<file path="src/rtl/matrix_3x3_gen.sv">
// 3x3 sliding window generator: shifts three aligned line-buffer taps into a
// register window and strobes post_frame_clken once the window holds real pixels.
module matrix_3x3_gen #(
    parameter int DATA_WIDTH = 8,
    parameter int IMG_WIDTH  = 640,
    parameter int IMG_HEIGHT = 480,
    parameter int CNT_WIDTH  = 11
) (
    input  logic                  clk,
    input  logic                  rst,
    input  logic                  per_frame_vsync,
    input  logic                  per_frame_href,
    input  logic                  per_frame_clken,
    input  logic [DATA_WIDTH-1:0] row1_data,
    input  logic [DATA_WIDTH-1:0] row2_data,
    input  logic [DATA_WIDTH-1:0] row3_data,
    output logic [DATA_WIDTH-1:0] matrix_p11,
    output logic [DATA_WIDTH-1:0] matrix_p12,
    output logic [DATA_WIDTH-1:0] matrix_p13,
    output logic [DATA_WIDTH-1:0] matrix_p21,
    output logic [DATA_WIDTH-1:0] matrix_p22,
    output logic [DATA_WIDTH-1:0] matrix_p23,
    output logic [DATA_WIDTH-1:0] matrix_p31,
    output logic [DATA_WIDTH-1:0] matrix_p32,
    output logic [DATA_WIDTH-1:0] matrix_p33,
    output logic                  post_frame_vsync,
    output logic                  post_frame_href,
    output logic                  post_frame_clken,
    output logic                  line_err
);

    localparam logic [CNT_WIDTH-1:0] CNT_MAX  = '1;
    localparam logic [CNT_WIDTH-1:0] LINE_LEN = CNT_WIDTH'(IMG_WIDTH);
    localparam logic [CNT_WIDTH-1:0] BORDER   = CNT_WIDTH'(2);

    if ((IMG_WIDTH > (2**CNT_WIDTH) - 1) || (IMG_HEIGHT > (2**CNT_WIDTH) - 1)) begin : g_cnt_check
        $error("CNT_WIDTH too small for image dimensions");
    end

    logic                 pix_ok;
    logic                 vsync_rise;
    logic                 href_fall;
    logic                 win_ok;
    logic                 vsync_q;
    logic                 href_q;
    logic [CNT_WIDTH-1:0] col_cnt;
    logic [CNT_WIDTH-1:0] row_cnt;

    assign pix_ok     = per_frame_clken & per_frame_href;
    assign vsync_rise = per_frame_vsync & ~vsync_q;
    assign href_fall  = ~per_frame_href & href_q;
    // Counters are sampled pre-increment, so col_cnt >= 2 means two older columns are already in.
    assign win_ok     = pix_ok && (col_cnt >= BORDER) && (row_cnt >= BORDER);

    assign post_frame_vsync = vsync_q;
    assign post_frame_href  = href_q;

    // NOTE: the window is a handful of flops, not a RAM, so it is cheap to reset
    // and downstream filters never see stale data from a previous frame.
    always_ff @(posedge clk) begin
        if (rst) begin
            matrix_p11 <= '0; matrix_p12 <= '0; matrix_p13 <= '0;
            matrix_p21 <= '0; matrix_p22 <= '0; matrix_p23 <= '0;
            matrix_p31 <= '0; matrix_p32 <= '0; matrix_p33 <= '0;
        end else if (pix_ok) begin
            // NOTE: non-blocking assignments let every tap read its neighbour's old value.
            matrix_p11 <= matrix_p12; matrix_p12 <= matrix_p13; matrix_p13 <= row1_data;
            matrix_p21 <= matrix_p22; matrix_p22 <= matrix_p23; matrix_p23 <= row2_data;
            matrix_p31 <= matrix_p32; matrix_p32 <= matrix_p33; matrix_p33 <= row3_data;
        end
    end

    always_ff @(posedge clk) begin
        if (rst) begin
            vsync_q          <= 1'b0;
            href_q           <= 1'b0;
            post_frame_clken <= 1'b0;
            line_err         <= 1'b0;
        end else begin
            vsync_q          <= per_frame_vsync;
            href_q           <= per_frame_href;
            post_frame_clken <= win_ok;
            if (pix_ok && (col_cnt >= LINE_LEN))
                line_err <= 1'b1;
        end
    end

    always_ff @(posedge clk) begin
        if (rst) begin
            col_cnt <= '0;
        end else if (!per_frame_href) begin
            col_cnt <= '0;
        end else if (pix_ok && (col_cnt != CNT_MAX)) begin
            col_cnt <= col_cnt + 1'b1;
        end
    end

    // A frame start overrides a coincident line end.
    always_ff @(posedge clk) begin
        if (rst) begin
            row_cnt <= '0;
        end else if (vsync_rise) begin
            row_cnt <= '0;
        end else if (href_fall && (row_cnt != CNT_MAX)) begin
            row_cnt <= row_cnt + 1'b1;
        end
    end

endmodule

</file>
<file path="config.mk">
export PLATFORM = sky130hd
export DESIGN_NAME = matrix_3x3_gen
export DESIGN_NICKNAME = d
export VERILOG_FILES = /design/src/rtl/matrix_3x3_gen.sv
export SDC_FILE = /design/constraint.sdc
export NUM_CORES = 1
export LEC_CHECK = 0
export ABC_AREA = 1
export CAP_MARGIN = 20
export CORE_MARGIN = 2
export CORE_UTILIZATION = 43
export CTS_CLUSTER_DIAMETER = 30
export DETAILED_ROUTE_END_ITERATION = 12
export GPL_ROUTABILITY_DRIVEN = 0
export PLACE_DENSITY = 0.86
export SLEW_MARGIN = 15
export SYNTH_ARGS = -nofsm -noshare
export SYNTH_HDL_FRONTEND = slang
export SYNTH_SLANG_ARGS = --single-unit
export TNS_END_PERCENT = 5
</file>
<file path="constraint.sdc">
create_clock -name clk -period 1.4 [get_ports clk]
set_clock_uncertainty 0.1 [all_clocks]
set_input_delay 0.28 -clock clk [delete_from_list [all_inputs] [get_ports clk]]
set_output_delay 0.28 -clock clk [all_outputs]
set_load 0.01 [all_outputs]
</file>
==> reports/metrics.yaml, run 1 <==
status: "finished with violations"
violations: "setup timing"
die_y_um: 98.9
rsz0062_at_grt: "yes"
p_sw_mw: 1.54
startpoint_type: "flop"
report.power.total_mw: 5.55
cts_tree: "done"
crit_required_ps: 1610
synthToLayoutAreaGrowth_pct: 41.6
fin_cells: 766
p_int_mw: 4.01
clkPwrFrac: 0.325
synth_xor_area_frac: 0.0113
cpMaxStageDelayCell: "dfxtp_2"
avgViaCountPerCell: 4.98
clk_path_buf_depth: 2
yosysTopAreaCell: "dfxtp_1"
remaining_drc_errors: 0
initial_core_util: 0.444
min_to: "line_err"
layout_min_cycle_time_ps: 1480
ant_nets: 0
cp_common_cell: "nand2_4"
ys_seq_elements: 98
report.final.hold_viol_count: 0
min_path_cells: 2
post-place-cells: 745
path_max_fanout: 6
die_w_um: 98.9
setup_slack_ps: -76.0
synth_compound_gate_area_share: 0.135
dp_hpwl_um: 6820
timing.rr.end: "row_cnt[3]"
slew_headroom: 0.743
grt-ovfl-total: 0
synth_adder_area_share: 0.0129
yosys.area_share.simple: 0.270
finalNetCount: 686
layout_common_cells: "171 x nor2_1, 80 x o21ai_0, 72 x dfxtp_1, 50 x nand2_1, 34 x buf_4"
grt_pass1_vias: 3645
port_buffers: 104
drt-total-wl_um: 10200
reg2reg_slack_ps: -80
ios: 105
worst_skew_pair.late_latency_ps: 370
final-setup-viol-count: 12
crit_chain: "ha_4, nand2_4, nor2_4, nand3_4, nand2_4, buf_6, nand2_1, a21oi_2"
initialDrtViolationCount: 135
cp.arrival_ps: 1690
yosysUniqueCellTypes: 26
syn_nets: 558
fill_cells: 727
r2r-start: "row_cnt[1]"
cts.htree.levels: 3
numCtsBuffers: 9
grt_first_pass_wirelength_um: 16000
whs_ps: 388
hold_path.class: "flop to flop"
die-area_um2: 9770
critPathKind: "flop to flop"
final_common_cell: "nor2_1"
setup_tns_ps: -563
vias: 3817
synth_area_leaders: "dfxtp_1 51%, nor2_1 17%, o21ai_0 10%"
path_delay_family: "simple AND/OR/NAND/NOR gates"
firstDrtPassIters: 4
peakVddDrop_mv: 0.522
clock-sinks: 98
synthCells: 525
max_stage_delay_ps: 360
combinationalPowerShare: 0.131
antenna_cells: 0
hp-start: "line_err"
synth.avg_cell_area_um2: 7.37
switching_share: 0.278
finalCritPeriodShare: 1.05
coreArea_um2: 8720
yosysSeqAreaShare: 0.507
synth_mux_area_frac: 0
grt.total_usage: 0.199
path_buf_inv: 1
syn_area_um2: 3870
reg2reg_depth: 8
maxSlewViolCount: 0
num_rows: 34
path_clk_slew_ps: 100
post_drt_wl_per_cell_um: 13.3
worst_slew_pin_slew_ps: 385
end_kind: "flop"
p_seq_frac: 0.545
fmax_mhz: 678
synth_top_family_by_area: "simple AND/OR/NAND/NOR gates"
ys_warn_count: 0
maxCapViolCount: 0
cellLeakagePower_nw: 2.26
place_ws_ps: -320
cts-root-buf: "clkbuf_8"
synthDominantCellAreaShare: 0.507
antenna_found_initial: 0
grt_start_max_net_pins: 73
p_per_area_nw_per_um2: 1010
drive_gt1_frac: 0.237
==> per-layer routing <==
metal,global-route usage,routed length (um),part of all wire,vias up
li1,-,-,-,1920
met1,0.223,4120,0.40,1742
met2,0.340,5100,0.50,126
met3,0.0674,699,0.068,29
met4,0.0948,293,0.029,0
met5,0,0,0,-
==> layout make-up <==
cell class,instances,area (um2),area share
clock buffers,10,138,0.0251
repair buffers,143,1220,0.224
well taps,108,135,0.0247
multi-input cells,370,1800,0.329
inverters,31,124,0.0226
flip-flops and latches,98,1990,0.364
clock inverters,6,61.3,0.0112
==> per-stage QoR <==
| step | instance area [um2] | utilization |
|---|---|---|
| after detailed placement | 5240 | 0.600 |
| after global routing | 5480 | 0.628 |
| final | 5480 | 0.628 |
| after global placement | 5240 | 0.600 |
| after CTS | 5430 | 0.622 |
| after floorplan | 3870 | - |
==> cell usage after synthesis <==
library cell  instances
nor2_1              178
dfxtp_1              98
o21ai_0              80
nand2_1              55
inv_1                29
clkbuf_1             16
nand3_1              12
buf_2                 9
a21oi_1               8
a21oi_2               7
nand4_1               6
ha_1                  4
xor2_1                4
nand2_2               3
nor3_1                3
buf_6                 2
nor2_2                2
a211oi_1              1
a31oi_1               1
clkinv_1              1
inv_2                 1
nand3_2               1
nor2_4                1
o21bai_1              1
or2_1                 1
xnor2_1               1
==> sequential cells by signal, summed over array words and instances, names as in the netlist <==
signal and cells:
matrix_p23 8, matrix_p13 8, post_frame_clken 1, post_frame_href 1, matrix_p33 8, matrix_p32 8
col_cnt 11, matrix_p21 8, matrix_p12 8, matrix_p11 8, line_err 1, matrix_p22 8
row_cnt 11, post_frame_vsync 1, matrix_p31 8
==> timing repair <==
action / 4_1_cts / 5_1_grt
resized for setup: 126 / 117
endpoints found under the setup margin: 94 / 100
pin swaps: 2 / 15
setup buffers: 0 / 4
hold buffers: 0 / 0
gates cloned: 0 / 1
==> power by group through the flow <==
stage	clock [mW]	sequential, mW	combinational [mW]
2_1_floorplan	0	3.13	0.292
3_3_place_gp	0	3.07	0.789
3_5_place_dp	0	3.08	0.806
4_1_cts	1.84	3.02	0.734
5_1_grt	1.98	3.04	0.806
6_report	1.80	3.03	0.725
==> logic make-up (layout without fill, tap and decap cells) <==
family | count (synthesis) | count (layout)
flip-flops | 98 | 98
adder cells (fa/ha/maj) | 4 | 4
XOR/XNOR | 5 | 5
buffers and inverters | 58 | 190
AND/OR/NAND/NOR | 262 | 263
AO/OA/AOI/OAI | 98 | 98
==> worst max-delay path by stage <==
stage	startpoint	end	slack, ps	cells after the start
2_1_floorplan	col_cnt[1]	col_cnt[3]	5	9
3_3_place_gp	per_frame_href	col_cnt[2]	-290	8
3_5_place_dp	per_frame_href	col_cnt[2]	-320	8
4_1_cts	row_cnt[1]	row_cnt[8]	-20	9
5_1_grt	row_cnt[7]	row_cnt[3]	-170	7
6_report	row_cnt[1]	row_cnt[3]	-80	8
==> worst min-delay path: stages, from the launching register on <==
cell     delay [ps]
dfxtp_1         340
a21oi_1          40
nor2_1           70
Power figures use the tool's default switching activity.
==> run 2, diff against run 1 <==
--- a/config.mk
+++ b/config.mk
@@ -12,6 +12,7 @@
 export CTS_CLUSTER_DIAMETER = 30
 export DETAILED_ROUTE_END_ITERATION = 12
 export GPL_ROUTABILITY_DRIVEN = 0
+export HOLD_SLACK_MARGIN = 0.08
 export PLACE_DENSITY = 0.86
 export SLEW_MARGIN = 15
 export SYNTH_ARGS = -nofsm -noshare
==> results of run 2 <==
Final layout, timing and power as in run 1 (identical DEF).
==> run 3, diff against run 2 <==
--- a/config.mk
+++ b/config.mk
@@ -13,7 +13,9 @@
 export DETAILED_ROUTE_END_ITERATION = 12
 export GPL_ROUTABILITY_DRIVEN = 0
 export HOLD_SLACK_MARGIN = 0.08
-export PLACE_DENSITY = 0.86
+export PLACE_DENSITY = 0.75
+export RECOVER_POWER = 25
+export SETUP_SLACK_MARGIN = 0.1
 export SLEW_MARGIN = 15
 export SYNTH_ARGS = -nofsm -noshare
 export SYNTH_HDL_FRONTEND = slang
==> reports/metrics.yaml, run 3 (synthesis results as in run 1) <==
drive_gt1_frac: 0.259  # +0.0224
largestRegisters: "col_cnt (11), row_cnt (11)"
status: "finished with violations"
clk_path_buf_depth: 2  # unchanged
cts-root-buf: "clkbuf_8"
hold_path.class: "primary input to flop"
crit_required_ps: 1590  # -20 ps
reg2reg_depth: 8  # unchanged
initial_core_util: 0.444  # unchanged
remaining_drc_errors: 0  # unchanged
clock-sinks: 98  # unchanged
finalCritPeriodShare: 1.01  # -0.0413
reg2reg_slack_ps: -20  # +60 ps
fill_cells: 807  # +11%
rsz0062_at_grt: "yes"
final_common_cell: "nor2_1"
dp_hpwl_um: 7120  # +4.3%
report.final.hold_viol_count: 0  # unchanged
whs_ps: 379  # -8.34 ps
numCtsBuffers: 9  # unchanged
timing.rr.end: "row_cnt[3]"
vias: 3811  # -0.16%
fmax_mhz: 705  # +4.1%
avgViaCountPerCell: 4.97  # -0.29%
final_util: 0.604  # -0.0240
end_kind: "flop"
synthToLayoutAreaGrowth_pct: 36.2
drt-total-wl_um: 10100  # -0.87%
critPathKind: "flop to flop"
grt.total_usage: 0.208  # +0.00844
post-place-cells: 745  # unchanged
die_w_um: 98.9  # unchanged
firstDrtPassIters: 5  # +1
final_area_um2: 5270  # -3.8%
hp-start: "per_frame_vsync"
ant_nets: 0  # unchanged
worst_slew_pin_slew_ps: 343  # -41.3 ps
slew_headroom: 0.769  # +0.0261
coreArea_um2: 8720  # unchanged
cts_tree: "done"
finalNetCount: 688  # +0.29%
violations: "setup timing"
min_to: "post_frame_vsync"
cellLeakagePower_nw: 2.20  # -2.9%
grt_first_pass_wirelength_um: 16700  # +4.4%
peakVddDrop_mv: 0.718  # +38%
startpoint_type: "flop"
die-area_um2: 9770  # unchanged
report.power.total_mw: 5.54  # -0.24%
grt-ovfl-total: 0  # unchanged
min_path_cells: 3  # +1
layout_common_cells: "170 x nor2_1, 80 x o21ai_0, 79 x dfxtp_1, 54 x clkbuf_2, 51 x nand2_1"
grt_start_max_net_pins: 74  # +1.4%
port_buffers: 104  # unchanged
num_rows: 34  # unchanged
path_clk_slew_ps: 90  # about the same
place_ws_ps: -372  # -52.5 ps
cts.htree.levels: 3  # unchanged
setup_tns_ps: -26.9  # +536 ps
post_drt_wl_per_cell_um: 13.2  # -1.0%
r2r-start: "row_cnt[0]"
antenna_cells: 0  # unchanged
initialDrtViolationCount: 143  # +5.9%
cp.arrival_ps: 1610  # -80 ps
placed_cell_area_um2: 5300  # +1.3%
ios: 105  # unchanged
maxSlewViolCount: 0  # unchanged
layout_min_cycle_time_ps: 1420  # -57.9 ps
final-setup-viol-count: 3  # -9
die_y_um: 98.9  # unchanged
maxCapViolCount: 0  # unchanged
setup_slack_ps: -18.1  # +57.9 ps
grt_pass1_vias: 3690  # +1.2%
worst_skew_pair.late_latency_ps: 360  # about the same
path_max_fanout: 4  # -2
p_per_area_nw_per_um2: 1050  # +3.7%
fin_cells: 767  # +0.13%
antenna_found_initial: 0  # unchanged
==> run 3: report_power, final <==
| group | switching (mW) | leakage, nW | internal [mW] |
|---|---|---|---|
| clock network | 0.968 | 0.0934 | 0.833 |
| registers | 0.0939 | 0.811 | 2.93 |
| logic | 0.388 | 1.29 | 0.325 |
| total | 1.45 | 2.20 | 4.09 |
==> run 3: worst max path at each step <==
stage | slack, ps | cells past startpoint | start | endpoint
6_report | -20 | 8 | row_cnt[0] | row_cnt[3]
5_1_grt | -90 | 8 | row_cnt[0] | row_cnt[3]
4_1_cts | 4 | 8 | row_cnt[1] | row_cnt[7]
3_5_place_dp | -370 | 6 | per_frame_href | col_cnt[8]
3_3_place_gp | -270 | 8 | per_frame_href | col_cnt[2]
2_1_floorplan | 60 | 8 | row_cnt[0] | row_cnt[1]
==> run 3: layout make-up <==
type	count	area, um2	share of cell area
sequential	98	1990	0.377
multi-input combinational	370	1780	0.338
timing repair buffer	145	1050	0.199
tap	108	135	0.0256
clock buffer	10	128	0.0242
inverter	31	123	0.0233
clock inverter	5	63.8	0.0121
==> run 3: timing repair <==
| action | 4_1_cts | 5_1_grt |
|---|---|---|
| gates resized for setup | 131 | 169 |
| cloned | 1 | 0 |
| pin swaps | 7 | 4 |
| setup buffers | 6 | 0 |
| endpoints found under the setup margin | 100 | 165 |
| hold buffers | 0 | 0 |
==> run 3: critical path, cell delays in order (launching register included) <==
cell     delay, ps
dfxtp_2        360
ha_4           150
nand2_4         50
nor2_4         140
nand3_2        120
nand2_4        110
buf_4          130
nand2_1         70
a21oi_2        140
==> run 3: routing by layer <==
layer  up-vias  track usage  routed length, um
met1      1733        0.238               4090
li1       1926            -                  -
met4         0       0.0738                241
met5         -            0                  0
met3        24       0.0844                852
met2       128        0.350               4940
==> edit (settings of run 3) <==
The parameter `DATA_WIDTH` goes from 8 to 10.
--- a/src/rtl/matrix_3x3_gen.sv
+++ b/src/rtl/matrix_3x3_gen.sv
@@ -1,7 +1,7 @@
 // 3x3 sliding window generator: shifts three aligned line-buffer taps into a
 // register window and strobes post_frame_clken once the window holds real pixels.
 module matrix_3x3_gen #(
-    parameter int DATA_WIDTH = 8,
+    parameter int DATA_WIDTH = 10,
     parameter int IMG_WIDTH  = 640,
     parameter int IMG_HEIGHT = 480,
     parameter int CNT_WIDTH  = 11
Interface: changed (12 resized); port bits go from 105 to 129. The function was not compared with the original's and may differ.
==> edit against run 3 <==
The flow still finishes with violations (negative setup slack). Routed wire length grew 26%. Global-route usage grew 1.3 points. Power grew 63%. Sequential cell count grew 18. Non-clock buffer count grew 20. Worst setup slack lost 0.016 ns. Fmax shrank 1.1%. Count of clock-buffer cells in the layout grew 9. Final area grew 35%. Synthesized area grew 14%. Critical path depth is the same. Critical path type unchanged.
==> edit: results (changes against run 3) <==
Power
  • Leak Pwr: 3.00 nW (+37%)
  • Max rail drop VDD: 0.000978 V (+36%)
  • Internal: 0.00688 W (+68%)
  • Sw Ratio: 23.7% (-2.5 points)
  • Total sequential power: 0.00366 W (+21%)
  • Clock power share: 47.7% (+15 points)

Drt
  • Met3 WL: 678 um (-20%)
  • Detail Route met2 WL: 6.69 mm (+35%)
  • Via count: 4469 (+17%)
  • Routed met1 length: 5.06 mm (+24%)
  • Total Wirelength: 12.7 mm (+26%)

Timing
  • Slew headroom: 68.7% (-8.2 points)
  • # setup viols final: 2 (-1)
  • Setup TNS: -0.0437 ns (-0.0168 ns)
  • Worst Slack Setup Final: -0.0339 ns (-0.0158 ns)

Finish
  • Non-clk bufs: 165 (+14%)
  • Layout Nets: 789 (+15%)
  • Non-clock inverter count: 30 (-3.2%)
  • Sequential cell area share: 34.5% (-3.2 points)
  • Non-Filler Instances: 898 (+17%)
  • Multi-input logic area: 2020 um^2 (+14%)
  • Share of cells above drive strength 1: 40.7% (+15 points)
  • Filler Cell Count: 752 (-6.8%)
  • Seq Cell Count: 116 (+18%)
  • Buffering overhead: 24.7% (+4.8 points)
  • Multi-input logic cell count: 420 (+14%)
  • Clock-cell share: 8.37% (+4.7 points)

Global route
  • M1 GR Usage: 25.3% (+1.5 points)
  • Vias in the first global route: 4224 (+14%)
  • First-pass GRT wire length: 19.6 mm (+17%)
  • Met3 Usage GRT: 6.31% (-2.1 points)
  • Aggregate global-route resource usage: 22.0% (+1.3 points)
  • Pin count of the biggest net entering global routing: 65 (-12%)
  • Met2 Usage GRT: 37.7% (+2.7 points)

Place
  • Setup WS pre-CTS: -0.278 ns (+0.0939 ns)

Status
  • Status: finished with violations
  • Violated checks: negative setup slack

Synth
  • Commonest cells in the netlist: nor2_1 (212), dfxtp_1 (116), o21ai_0 (97), nand2_1 (54), inv_1 (30)
  • Adder-cell share of the synthesized area: 1.13% (-0.16 points)
  • Syn avg cell area: 7.41 um^2 (+0.60%)
  • XOR/XNOR Fraction of Synth Area: 1.78% (+0.65 points)
  • Syn_nets: 636 (+14%)
  • Compound-cell area share of the yosys netlist: 13.2% (-0.32 points)

Floorplanning
  • Die area: 11100 um^2 (+14%)

CTS
  • Clock Pin Slew Worst Setup and Hold Paths: 0.05 ns (-0.04 ns)
  • H-tree Lvls: 4 (+1)
  • Worst-Skew Late Latency: 0.51 ns (+0.15 ns)

Worst setup path
  • Crit path DAT: 1.73 ns (+0.12 ns)
==> edit: final timing paths <==
kind | from | end | slack [ns] | cells after the start
setup / recovery | col_cnt[0]$_SDFFE_PP0P_ | col_cnt[9]$_SDFFE_PP0P_ | -0.03 | 8
hold / removal | per_frame_vsync | post_frame_vsync$_SDFF_PP0_ | 0.25 | 3
setup reg to reg | col_cnt[0]$_SDFFE_PP0P_ | col_cnt[9]$_SDFFE_PP0P_ | -0.03 | 8
hold reg to reg | line_err$_SDFFE_PP0P_ | line_err$_SDFFE_PP0P_ | 0.38 | 2
==> edit: repair_timing <==
action | CTS | global route
hold endpoints to repair | 0 | 0
resized for setup | 518 | 110
setup buffers | 9 | 1
pin swaps | 11 | 23
hold buffers | 0 | 0
setup endpoints to repair | 116 | 117
==> edit: cells by family after synthesis <==
| group | after synthesis |
|---|---|
| AOI/OAI and AO/OA | 116 |
| and+or+nand+nor | 291 |
| buffers and inverters | 61 |
| DFF | 116 |
| adders and majority gates | 4 |
| xor gates and xnor gates | 9 |
